`src/rtl/fpu_pkg.sv`:
```
// fpu_pkg: shared types and constants for the add/sub sequencer.
//   fpu_state_e   - sequencer state encoding
//   FPU_EXP_W     - default exponent width
//   FPU_MAN_W     - default stored mantissa width
//   FPU_ALIGN_MAX - default alignment saturation (mantissa + guard/round/sticky)
//   SHAMT_W       - width of every shift-amount field driven to the datapath
package fpu_pkg;

    localparam int FPU_EXP_W     = 8;
    localparam int FPU_MAN_W     = 23;
    localparam int FPU_ALIGN_MAX = FPU_MAN_W + 3;
    localparam int SHAMT_W       = 5;

    typedef enum logic [2:0] {
        ST_IDLE   = 3'd0,
        ST_UNPACK = 3'd1,
        ST_ALIGN  = 3'd2,
        ST_ADD    = 3'd3,
        ST_NORM   = 3'd4,
        ST_ROUND  = 3'd5,
        ST_RENORM = 3'd6,
        ST_DONE   = 3'd7
    } fpu_state_e;

endpackage

```
`src/rtl/fpu_align_sat.sv`:
```
// fpu_align_sat: magnitude of the signed exponent difference, saturated to
// ALIGN_MAX so shifts beyond the guard/round/sticky window collapse to one value.
// Ports:
//   exp_diff  in  EXP_W+1  signed Ex-Ey
//   shamt     out SHAMT_W  min(|exp_diff|, ALIGN_MAX)
module fpu_align_sat
    import fpu_pkg::*;
#(
    parameter int EXP_W     = FPU_EXP_W,
    parameter int ALIGN_MAX = FPU_ALIGN_MAX
) (
    input  logic signed [EXP_W:0]   exp_diff,
    output logic [SHAMT_W-1:0]      shamt
);

    localparam logic [EXP_W:0] MAX_V = (EXP_W+1)'(ALIGN_MAX);

    logic [EXP_W:0] mag;

    // -(most negative) wraps to the correct unsigned magnitude in EXP_W+1 bits.
    always_comb begin
        mag = exp_diff[EXP_W] ? $unsigned(-exp_diff) : $unsigned(exp_diff);
        if (mag > MAX_V) begin
            shamt = SHAMT_W'(ALIGN_MAX);
        end else begin
            shamt = mag[SHAMT_W-1:0];
        end
    end

endmodule

```
`src/rtl/fpu_addsub_seq.sv`:
```
// fpu_addsub_seq: multi-cycle sequencer for the shared single-precision add/sub
// datapath. Accepts one operation per valid/ready handshake and walks the
// datapath through UNPACK, ALIGN, ADD, NORM, ROUND and optional RENORM,
// issuing one-cycle stage strobes plus the control values each stage needs.
// Optional feature: define FPU_ITER_NORM_EN for bit-serial left normalization
// (norm_en pulses max(lzc,1) cycles with norm_shamt=1).
// Ports:
//   clk, rst                     clock, synchronous active-high reset
//   in_valid/in_ready            operation handshake (in_ready = state is IDLE)
//   op_sub, sx, sy               operation and operand signs
//   special, exp_diff, mant_lt   unpack status, valid in UNPACK
//   add_zero, carry_out, lzc     adder status, valid in ADD
//   round_ovf                    rounding carry, valid in ROUND
//   ld_op                        operand capture (combinational, handshake cycle)
//   swap, eop, align_shamt       per-operation controls, held until next ld_op
//   align_en, add_en, norm_en, round_en   one-cycle stage strobes
//   norm_right, norm_shamt       normalize direction / left shift
//   bypass                       result from special path
//   out_valid/out_ready          result handshake
module fpu_addsub_seq
    import fpu_pkg::*;
#(
    parameter int EXP_W     = 8,
    parameter int MAN_W     = 23,
    parameter int ALIGN_MAX = MAN_W + 3
) (
    input  logic                    clk,
    input  logic                    rst,
    input  logic                    in_valid,
    output logic                    in_ready,
    input  logic                    op_sub,
    input  logic                    sx,
    input  logic                    sy,
    input  logic                    special,
    input  logic signed [EXP_W:0]   exp_diff,
    input  logic                    mant_lt,
    input  logic                    add_zero,
    input  logic                    carry_out,
    input  logic [4:0]              lzc,
    input  logic                    round_ovf,
    output logic                    ld_op,
    output logic                    swap,
    output logic                    eop,
    output logic                    align_en,
    output logic [SHAMT_W-1:0]      align_shamt,
    output logic                    add_en,
    output logic                    norm_en,
    output logic                    round_en,
    output logic                    norm_right,
    output logic [SHAMT_W-1:0]      norm_shamt,
    output logic                    bypass,
    output logic                    out_valid,
    input  logic                    out_ready
);

    fpu_state_e          state_q, state_d;
    logic                swap_q, swap_d;
    logic                eop_q, eop_d;
    logic [SHAMT_W-1:0]  align_shamt_q, align_shamt_d;
    logic                align_en_q, align_en_d;
    logic                add_en_q, add_en_d;
    logic                norm_en_q, norm_en_d;
    logic                round_en_q, round_en_d;
    logic                norm_right_q, norm_right_d;
    logic [SHAMT_W-1:0]  norm_shamt_q, norm_shamt_d;
    logic                bypass_q, bypass_d;
    logic                out_valid_q, out_valid_d;
    logic [SHAMT_W-1:0]  sat_shamt;
`ifdef FPU_ITER_NORM_EN
    logic [4:0]          norm_cnt_q, norm_cnt_d;
`endif

    fpu_align_sat #(
        .EXP_W     (EXP_W),
        .ALIGN_MAX (ALIGN_MAX)
    ) u_align_sat (
        .exp_diff (exp_diff),
        .shamt    (sat_shamt)
    );

    assign in_ready = (state_q == ST_IDLE);
    // Suppressed during reset: the handshake cannot take effect that cycle.
    assign ld_op    = in_valid & in_ready & ~rst;

    // Registered outputs are computed for the state being entered, so each
    // strobe is high exactly while the sequencer sits in its stage.
    always_comb begin
        state_d       = state_q;
        swap_d        = swap_q;
        eop_d         = eop_q;
        align_shamt_d = align_shamt_q;
        bypass_d      = bypass_q;
        out_valid_d   = out_valid_q;
        align_en_d    = 1'b0;
        add_en_d      = 1'b0;
        norm_en_d     = 1'b0;
        round_en_d    = 1'b0;
        norm_right_d  = 1'b0;
        norm_shamt_d  = '0;
`ifdef FPU_ITER_NORM_EN
        norm_cnt_d    = norm_cnt_q;
`endif
        case (state_q)
            ST_IDLE: begin
                if (in_valid) begin
                    state_d       = ST_UNPACK;
                    swap_d        = 1'b0;
                    eop_d         = 1'b0;
                    align_shamt_d = '0;
                end
            end
            ST_UNPACK: begin
                eop_d         = sx ^ sy ^ op_sub;
                swap_d        = exp_diff[EXP_W] | ((exp_diff == '0) & mant_lt);
                align_shamt_d = sat_shamt;
                if (special) begin
                    bypass_d    = 1'b1;
                    out_valid_d = 1'b1;
                    state_d     = ST_DONE;
                end else begin
                    align_en_d  = 1'b1;
                    state_d     = ST_ALIGN;
                end
            end
            ST_ALIGN: begin
                add_en_d = 1'b1;
                state_d  = ST_ADD;
            end
            ST_ADD: begin
                if (add_zero) begin
                    out_valid_d = 1'b1;
                    state_d     = ST_DONE;
                end else begin
                    norm_en_d    = 1'b1;
                    norm_right_d = carry_out;
                    state_d      = ST_NORM;
`ifdef FPU_ITER_NORM_EN
                    // Counter holds the extra left-shift cycles still owed.
                    if (carry_out || (lzc == 5'd0)) begin
                        norm_shamt_d = '0;
                        norm_cnt_d   = 5'd0;
                    end else begin
                        norm_shamt_d = SHAMT_W'(1);
                        norm_cnt_d   = lzc - 5'd1;
                    end
`else
                    norm_shamt_d = carry_out ? '0 : SHAMT_W'(lzc);
`endif
                end
            end
            ST_NORM: begin
`ifdef FPU_ITER_NORM_EN
                if (norm_cnt_q != 5'd0) begin
                    norm_en_d    = 1'b1;
                    norm_shamt_d = SHAMT_W'(1);
                    norm_cnt_d   = norm_cnt_q - 5'd1;
                end else begin
                    round_en_d   = 1'b1;
                    state_d      = ST_ROUND;
                end
`else
                round_en_d = 1'b1;
                state_d    = ST_ROUND;
`endif
            end
            ST_ROUND: begin
                if (round_ovf) begin
                    norm_en_d    = 1'b1;
                    norm_right_d = 1'b1;
                    state_d      = ST_RENORM;
                end else begin
                    out_valid_d  = 1'b1;
                    state_d      = ST_DONE;
                end
            end
            ST_RENORM: begin
                out_valid_d = 1'b1;
                state_d     = ST_DONE;
            end
            ST_DONE: begin
                if (out_ready) begin
                    out_valid_d = 1'b0;
                    bypass_d    = 1'b0;
                    state_d     = ST_IDLE;
                end
            end
            default: begin
                state_d = ST_IDLE;
            end
        endcase
    end

    always_ff @(posedge clk) begin
        if (rst) begin
            state_q       <= ST_IDLE;
            swap_q        <= 1'b0;
            eop_q         <= 1'b0;
            align_shamt_q <= '0;
            align_en_q    <= 1'b0;
            add_en_q      <= 1'b0;
            norm_en_q     <= 1'b0;
            round_en_q    <= 1'b0;
            norm_right_q  <= 1'b0;
            norm_shamt_q  <= '0;
            bypass_q      <= 1'b0;
            out_valid_q   <= 1'b0;
`ifdef FPU_ITER_NORM_EN
            norm_cnt_q    <= 5'd0;
`endif
        end else begin
            state_q       <= state_d;
            swap_q        <= swap_d;
            eop_q         <= eop_d;
            align_shamt_q <= align_shamt_d;
            align_en_q    <= align_en_d;
            add_en_q      <= add_en_d;
            norm_en_q     <= norm_en_d;
            round_en_q    <= round_en_d;
            norm_right_q  <= norm_right_d;
            norm_shamt_q  <= norm_shamt_d;
            bypass_q      <= bypass_d;
            out_valid_q   <= out_valid_d;
`ifdef FPU_ITER_NORM_EN
            norm_cnt_q    <= norm_cnt_d;
`endif
        end
    end

    assign swap        = swap_q;
    assign eop         = eop_q;
    assign align_shamt = align_shamt_q;
    assign align_en    = align_en_q;
    assign add_en      = add_en_q;
    assign norm_en     = norm_en_q;
    assign round_en    = round_en_q;
    assign norm_right  = norm_right_q;
    assign norm_shamt  = norm_shamt_q;
    assign bypass      = bypass_q;
    assign out_valid   = out_valid_q;

endmodule

```
`config.mk`:
```
export PLATFORM = sky130hd
export DESIGN_NAME = fpu_addsub_seq
export DESIGN_NICKNAME = d
export VERILOG_FILES = /design/src/rtl/fpu_pkg.sv /design/src/rtl/fpu_align_sat.sv /design/src/rtl/fpu_addsub_seq.sv
export SDC_FILE = /design/constraint.sdc
export NUM_CORES = 1
export LEC_CHECK = 0
export CELL_PAD_IN_SITES_DETAIL_PLACEMENT = 0
export CELL_PAD_IN_SITES_GLOBAL_PLACEMENT = 1
export CORE_MARGIN = 2
export CORE_UTILIZATION = 31
export DETAILED_ROUTE_END_ITERATION = 10
export PLACE_DENSITY = 0.9
export SLEW_MARGIN = 25
export SYNTH_ARGS = -nofsm -noshare
export SYNTH_HDL_FRONTEND = slang
export SYNTH_SLANG_ARGS = --single-unit
```
`constraint.sdc`:
```
create_clock -name clk -period 4.35 [get_ports clk]
set_clock_uncertainty 0.2 [all_clocks]
set_input_delay 0.435 -clock clk [delete_from_list [all_inputs] [get_ports clk]]
set_output_delay 0.435 -clock clk [all_outputs]
set_load 0.02 [all_outputs]
```
==> summary.md, run 1 <==
| Metric | Value |
|---|---|
| Hold WC Path Type | reg -> reg |
| Core ar. | 3310 um2 |
| GRT overflow | 0 |
| Port bufs | 46 |
| Vias in the first global route | 1031 |
| Status | finished, final reports clean |
| CTS Root Cell | clkbuf_4 |
| DRC violations left | 0 |
| Switching Share | 0.304 |
| Synth Area in XOR/XNOR | 0.0492 |
| Hold_ws | 269 ps |
| Hold Buf Count CTS | 0 |
| Maxcap violations | 0 |
| Async SR Flop Fraction | 0 |
| VDD IR max | 0.108 mV |
| Worst Path Max Fanout | 16 |
| Lkg Pwr | 0.000560 uW |
| F_max | 366 MHz |
| Gate Count Post-Synth | 129 |
| Die height | 62.7 um |
| Sequential fraction of the synthesis area | 0.413 |
| Post-synth EDFFs | 0 |
| NetSw | 139 uW |
| Placed cell area | 1570 um2 |
| RSZ-0062 raised after global routing | no |
| Power density cells | 287 nW/um2 |
| Crit start category | input port |
| Ports | 47 |
| Die Width | 62.7 um |
| # diodes | 0 |
| Antenna Nets Post-Route | 0 |
| Pwr Total | 456 uW |
| Footprint of the multi-input gates | 588 um2 |
| WP data required | 3710 ps |
| Area contributors post-synth | dfxtp_1 41%, nand2_1 5.3%, a21oi_1 4.7%, nor2_1 3.9%, nor3_1 3.3% |
| Seq pwr share | 0.508 |
| Simple-gate share of the synthesized area | 0.254 |
| CTS tree | yes |
| Prevailing post-synth register cell | dfxtp_1 |
| Clk_lat worst skew | 300 ps |
| Cell area after layout | 1590 um2 |
| Final Critical Period | 2730 ps |
| Number of gates resized after CTS | 0 |
| Slew HR | 0.601 |
| Initial antenna violation count | 0 |
| Top-area cell type share of the netlist area | 0.413 |
| Die ar. | 3930 um2 |
| Final hold vios | 0 |
| Largest net degree at the start of global routing | 17 |
| Syn_area_per_cell | 8.27 um2 |
| Slew @ Worst Pin | 597 ps |
| Final #Nets | 202 |
| # setup viols final | 0 |
| Initial drt markers | 33 |
| Most frequent cells after synthesis | 22 x dfxtp_1, 15 x nand2_1, 11 x nor2_1, 10 x a21oi_1, 7 x nor3_1 |
| Mux share of post-synthesis cell area | 0.00938 |
| Max-slew violation count | 0 |
| Synth Area in Compound Gates | 0.226 |
| Clock transition at the registers of the reported paths | 100 ps |
| Combinational family with the most area after synthesis | simple AND/OR/NAND/NOR gates |
| Net Count, Synth | 156 |
| Inserted Clock Buffers | 3 |
| Combinational power share | 0.302 |
| Drt first pass iters | 4 |
| Non-Filler Instances | 219 |
| Unique masters post-synth | 39 |
| FILL cells | 339 |
| Layout cell share with drive strength beyond 1 | 0.0520 |
| TNS Setup | 0 ps |
| Period Utilization, post-route | 0.628 |
| Largest area contributor in the synthesized netlist | dfxtp_1 |
| CTS Buffer Depth | 2 |
| # clock sinks | 22 |
| GRT Resource Usage Total | 0.137 |
| HPWL Detailed | 2.14 mm |
| Pint | 317 uW |
| First-pass GRT wire length | 4.44 mm |
| Syn Std Cell Area | 1070 um2 |
| Worst EP arrival | 2100 ps |
| Post-Synth Adder-Cell Area | 0.0117 |
| Storage cell area | 440 um2 |
| Routability cong. | 0.723 |
| Clock Power Share | 0.190 |
| Initial Utilization | 0.322 |
| Rows | 21 |
| Top-count cell post-synth | dfxtp_1 |
| Average wire per standard cell | 11.9 um |
| Layout area overhead | 48.8% |
| Setup Fix Bufs, Post-CTS | 0 |
| Total wire length | 2.61 mm |
| Critical path class | in -> out |
| Dpl cells | 216 |
| Vias/cell | 4.97 |
| Via count | 1088 |
| CTS H-tree depth | 1 |
| Seq cells post-synth | 22 |
| Warnings from Yosys | 0 |
| Nature of the critical path endpoint | output port |
-- cell usage in the layout (no fill, tap or decap) --
cell type | netlist | final
clkdlybuf4s50_1 | 0 | 46
dfxtp_1 | 22 | 22
nand2_1 | 15 | 15
nor2_1 | 11 | 11
a21oi_1 | 10 | 10
nor3_1 | 7 | 7
o21ai_0 | 6 | 6
and2_1 | 5 | 5
inv_1 | 4 | 4
xnor2_1 | 4 | 4
nand2b_1 | 3 | 3
nor2b_1 | 3 | 3
a31oi_1 | 3 | 3
clkbuf_4 | 0 | 3
nor3b_1 | 2 | 2
xor2_1 | 2 | 2
o21ai_1 | 2 | 2
o31ai_1 | 2 | 2
o211ai_1 | 2 | 2
a221oi_1 | 2 | 2
nand3_1 | 1 | 1
or3_1 | 1 | 1
or3_4 | 1 | 1
nor3b_2 | 1 | 1
mux2i_1 | 1 | 1
o31ai_2 | 1 | 1
a2bb2oi_1 | 1 | 1
a21boi_0 | 1 | 1
inv_2 | 1 | 1
o31a_1 | 1 | 1
a41o_1 | 1 | 1
o21a_1 | 1 | 1
a21o_1 | 1 | 1
or2_2 | 1 | 1
nand3b_1 | 1 | 1
nor4_1 | 1 | 1
a211oi_1 | 1 | 1
a221oi_2 | 1 | 1
ha_1 | 1 | 1
-- power by group through the flow --
stage | Sequential, uW | Clock [uW] | Combinational [uW]
2_1_floorplan | 238 | 0 | 70.2
3_3_place_gp | 234 | 0 | 136
3_5_place_dp | 236 | 0 | 138
4_1_cts | 231 | 91.2 | 139
5_1_grt | 234 | 101 | 151
6_report | 232 | 86.5 | 138
-- sequential cells by signal (all words and copies together) (netlist names) --
| register | cells |
|---|---|
| add_en | 1 |
| align_en | 1 |
| align_shamt | 5 |
| bypass | 1 |
| eop | 1 |
| norm_en | 1 |
| norm_right | 1 |
| norm_shamt | 5 |
| out_valid | 1 |
| round_en | 1 |
| state_q | 3 |
| swap | 1 |
-- per-stage QoR --
step | util | setup WS (ps)
CTS | 0.480 | 1590
global placement | 0.473 | 1620
finish | 0.480 | 1620
floorplan | - | 2020
global route | 0.480 | 1480
detailed placement | 0.473 | 1590
-- critical path, cell delays in order --
cell and delay [ps]:
clkdlybuf4s50_1 710, nor3b_1 310, clkdlybuf4s50_1 640
-- kinds of logic (layout without fill, tap and decap cells) --
kind of cell / after synthesis / count (layout)
buf+inv: 10 / 54
simple gates: 53 / 53
mux: 1 / 1
xor+xnor: 6 / 6
flops: 22 / 22
compound gates: 36 / 36
fa+ha+maj: 1 / 1
-- routing by layer --
layer	vias up	track usage	wire, um
li1	549	-	-
met1	494	0.154	1080
met2	43	0.259	1330
met3	2	0.0306	176
met4	0	0.0333	18
met5	-	0	0
-- area by class of cell --
cell class	count	area share
well taps	46	0.0362
inverters	5	0.0118
flip-flops and latches	22	0.277
multi-input cells	97	0.370
repair buffers	46	0.290
clock buffers	3	0.0142
-- final timing paths --
check,from,endpoint,slack [ps],cells after the start
max,rst,ld_op,1620,3
max reg2reg,state_q[1],norm_shamt[1],2560,4
min,align_shamt[2],align_shamt[2],270,2
min reg2reg,align_shamt[2],align_shamt[2],270,2
Note: power is estimated with default switching activity, not from simulation.
==> run 2, diff against run 1 <==
Settings changed: CORE_UTILIZATION 31 to 29, PLACE_DENSITY 0.9 to 0.85.
Clock period 4.35 ns to 2.7 ns, I/O delays scaled along.
==> summary.md, run 2 (same netlist as run 1, synthesis figures left out) <==
| Metric | Value |
|---|---|
| Non-Filler Instances | 222 (was 219) |
| CTS Root Cell | clkbuf_8 (was clkbuf_4) |
| Ports | 47 (unchanged) |
| # setup viols final | 0 (unchanged) |
| Worst Path Max Fanout | 14 (was 16) |
| HPWL Detailed | 2.06 mm (was 2.14 mm) |
| Maxcap violations | 0 (unchanged) |
| Crit path buffers/inverters | 1 (was 2) |
| VDD IR max | 0.163 mV (was 0.108 mV) |
| Commonest non-fill, non-tap cell in the layout | clkdlybuf4s50_1 (unchanged) |
| Initial Utilization | 0.296 (was 0.322) |
| Critical path's largest stage delay | 650 ps (was 710 ps) |
| Die Width | 64.7 um (was 62.7 um) |
| WP data required | 2230 ps (was 3710 ps) |
| Critical path class | reg -> out (was in -> out) |
| GRT overflow | 0 (unchanged) |
| Lkg Pwr | 0.000573 uW (was 0.000560 uW) |
| Final hold vios | 0 (unchanged) |
| Most frequent cells in the layout | 46 x clkdlybuf4s50_1, 22 x dfxtp_1, 15 x nand2_1 (unchanged) |
| Initial drt markers | 50 (was 33) |
| Routability cong. | 0.853 (was 0.723) |
| F_max | 405 MHz |
| Max-slew violation count | 0 (unchanged) |
| Storage cell area | 440 um2 (unchanged) |
| DRC violations left | 0 (unchanged) |
| Layout area overhead | 51.5% (was 48.8%) |
| Slowest library cell on the worst path | clkdlybuf4s50_1 (unchanged) |
| Largest net degree at the start of global routing | 16 (was 17) |
| Inserted Clock Buffers | 3 (unchanged) |
| CTS tree | yes (unchanged) |
| GRT Resource Usage Total | 0.131 (was 0.137) |
| Crit start category | flop (was input port) |
| Total wire length | 2.61 mm (about the same) |
| CP Cell Sequence | nor3_1 > nor3b_1 > clkdlybuf4s50_1 (was clkdlybuf4s50_1 > nor3b_1 > clkdlybuf4s50_1) |
| Period Utilization, post-route | 0.915 |
| FILL cells | 369 (was 339) |
| Layout cell share with drive strength beyond 1 | 0.0575 (was 0.0520) |
| # clock sinks | 22 (unchanged) |
| Average wire per standard cell | 11.7 um (was 11.9 um) |
| Hold Buf Count CTS | 0 (unchanged) |
| # diodes | 0 (unchanged) |
| TNS Setup | 0 ps (unchanged) |
| Die height | 64.7 um (was 62.7 um) |
| Antenna Nets Post-Route | 0 (unchanged) |
| CTS Buffer Depth | 2 (unchanged) |
| Number of gates resized after CTS | 0 (unchanged) |
| Drt first pass iters | 4 (unchanged) |
| Setup Fix Bufs, Post-CTS | 0 (unchanged) |
| Rows | 22 (was 21) |
| Vias/cell | 4.78 (was 4.97) |
| Core ar. | 3610 um2 (was 3310 um2) |
| Dpl cells | 219 (was 216) |
| Status | finished, final reports clean (unchanged) |
| Slew @ Worst Pin | 491 ps (was 597 ps) |
| Initial antenna violation count | 0 (unchanged) |
| Clock transition at the registers of the reported paths | 70 ps (was 100 ps) |
| Clk_lat worst skew | 250 ps (was 300 ps) |
| Power density cells | 486 nW/um2 (was 287 nW/um2) |
| Final Critical Period | 2470 ps |
| Slew HR | 0.670 (was 0.601) |
| Via count | 1062 (was 1088) |
| Hold WC Path Type | reg -> reg (unchanged) |
| RSZ-0062 raised after global routing | no (unchanged) |
| Footprint of the multi-input gates | 588 um2 (unchanged) |
| Port bufs | 46 (unchanged) |
| Die ar. | 4180 um2 (was 3930 um2) |
| First-pass GRT wire length | 4.40 mm (was 4.44 mm) |
| Nature of the critical path endpoint | output port (unchanged) |
| Crit-path leading delay family | simple AND/OR/NAND/NOR gates (was buffers and inverters) |
| Final #Nets | 203 (was 202) |
| CTS H-tree depth | 1 (unchanged) |
| Worst EP arrival | 2000 ps (was 2100 ps) |
| Vias in the first global route | 1008 (was 1031) |
## run 2: cell types whose count changed in the layout (fill, tap and decap cells not counted)
cell / delta
clkbuf_4: -3
buf_4: +1
clkbuf_8: +3
## run 2: power by group
part / internal [uW] / switching, uW / total (uW) / leakage [uW]
combinational: 114 / 110 / 224 / 0.000372
sequential: 346 / 26.1 / 372 / 0.000179
clock: 99.1 / 91.3 / 190 / 0.0000216
total: 559 / 228 / 786 / 0.000573
## run 2: area by class of cell
class / instances / area share
multi-input cells: 97 / 0.364
repair buffers: 47 / 0.289
flip-flops and latches: 22 / 0.272
well taps: 48 / 0.0372
clock buffers: 3 / 0.0255
inverters: 5 / 0.0116
## run 2: through the flow
step | hold WS, ps | util | total power, uW | setup slack [ps] | cell area (um2)
after floorplan | 142 | - | 497 | 535 | 1070
after global placement | 259 | 0.437 | 599 | 272 | 1580
after detailed placement | 267 | 0.437 | 604 | 214 | 1580
after CTS | 277 | 0.448 | 797 | 224 | 1620
after global routing | 315 | 0.448 | 837 | 74.3 | 1620
final | 267 | 0.448 | 786 | 228 | 1620
## run 2: tightest hold or removal path, cell delays in order (launching register included)
cell     delay, ps
dfxtp_1        320
nand2_1         50
o31ai_1         50
## run 2: worst paths after layout
| kind | to | cells past startpoint | startpoint | slack (ps) |
|---|---|---|---|---|
| max reg2reg | align_shamt[0] | 5 | state_q[0] | 950 |
| max | ld_op | 3 | state_q[0] | 230 |
| min | align_shamt[2] | 2 | align_shamt[2] | 270 |
| min reg2reg | align_shamt[2] | 2 | align_shamt[2] | 270 |
## run 2: layer usage
layer	routed length (um)	share of wire	vias up	track usage
li1	-	-	548	-
met1	1160	0.45	471	0.149
met2	1240	0.47	39	0.241
met3	170	0.065	4	0.0260
met4	36	0.014	0	0.0479
met5	0	0	-	0
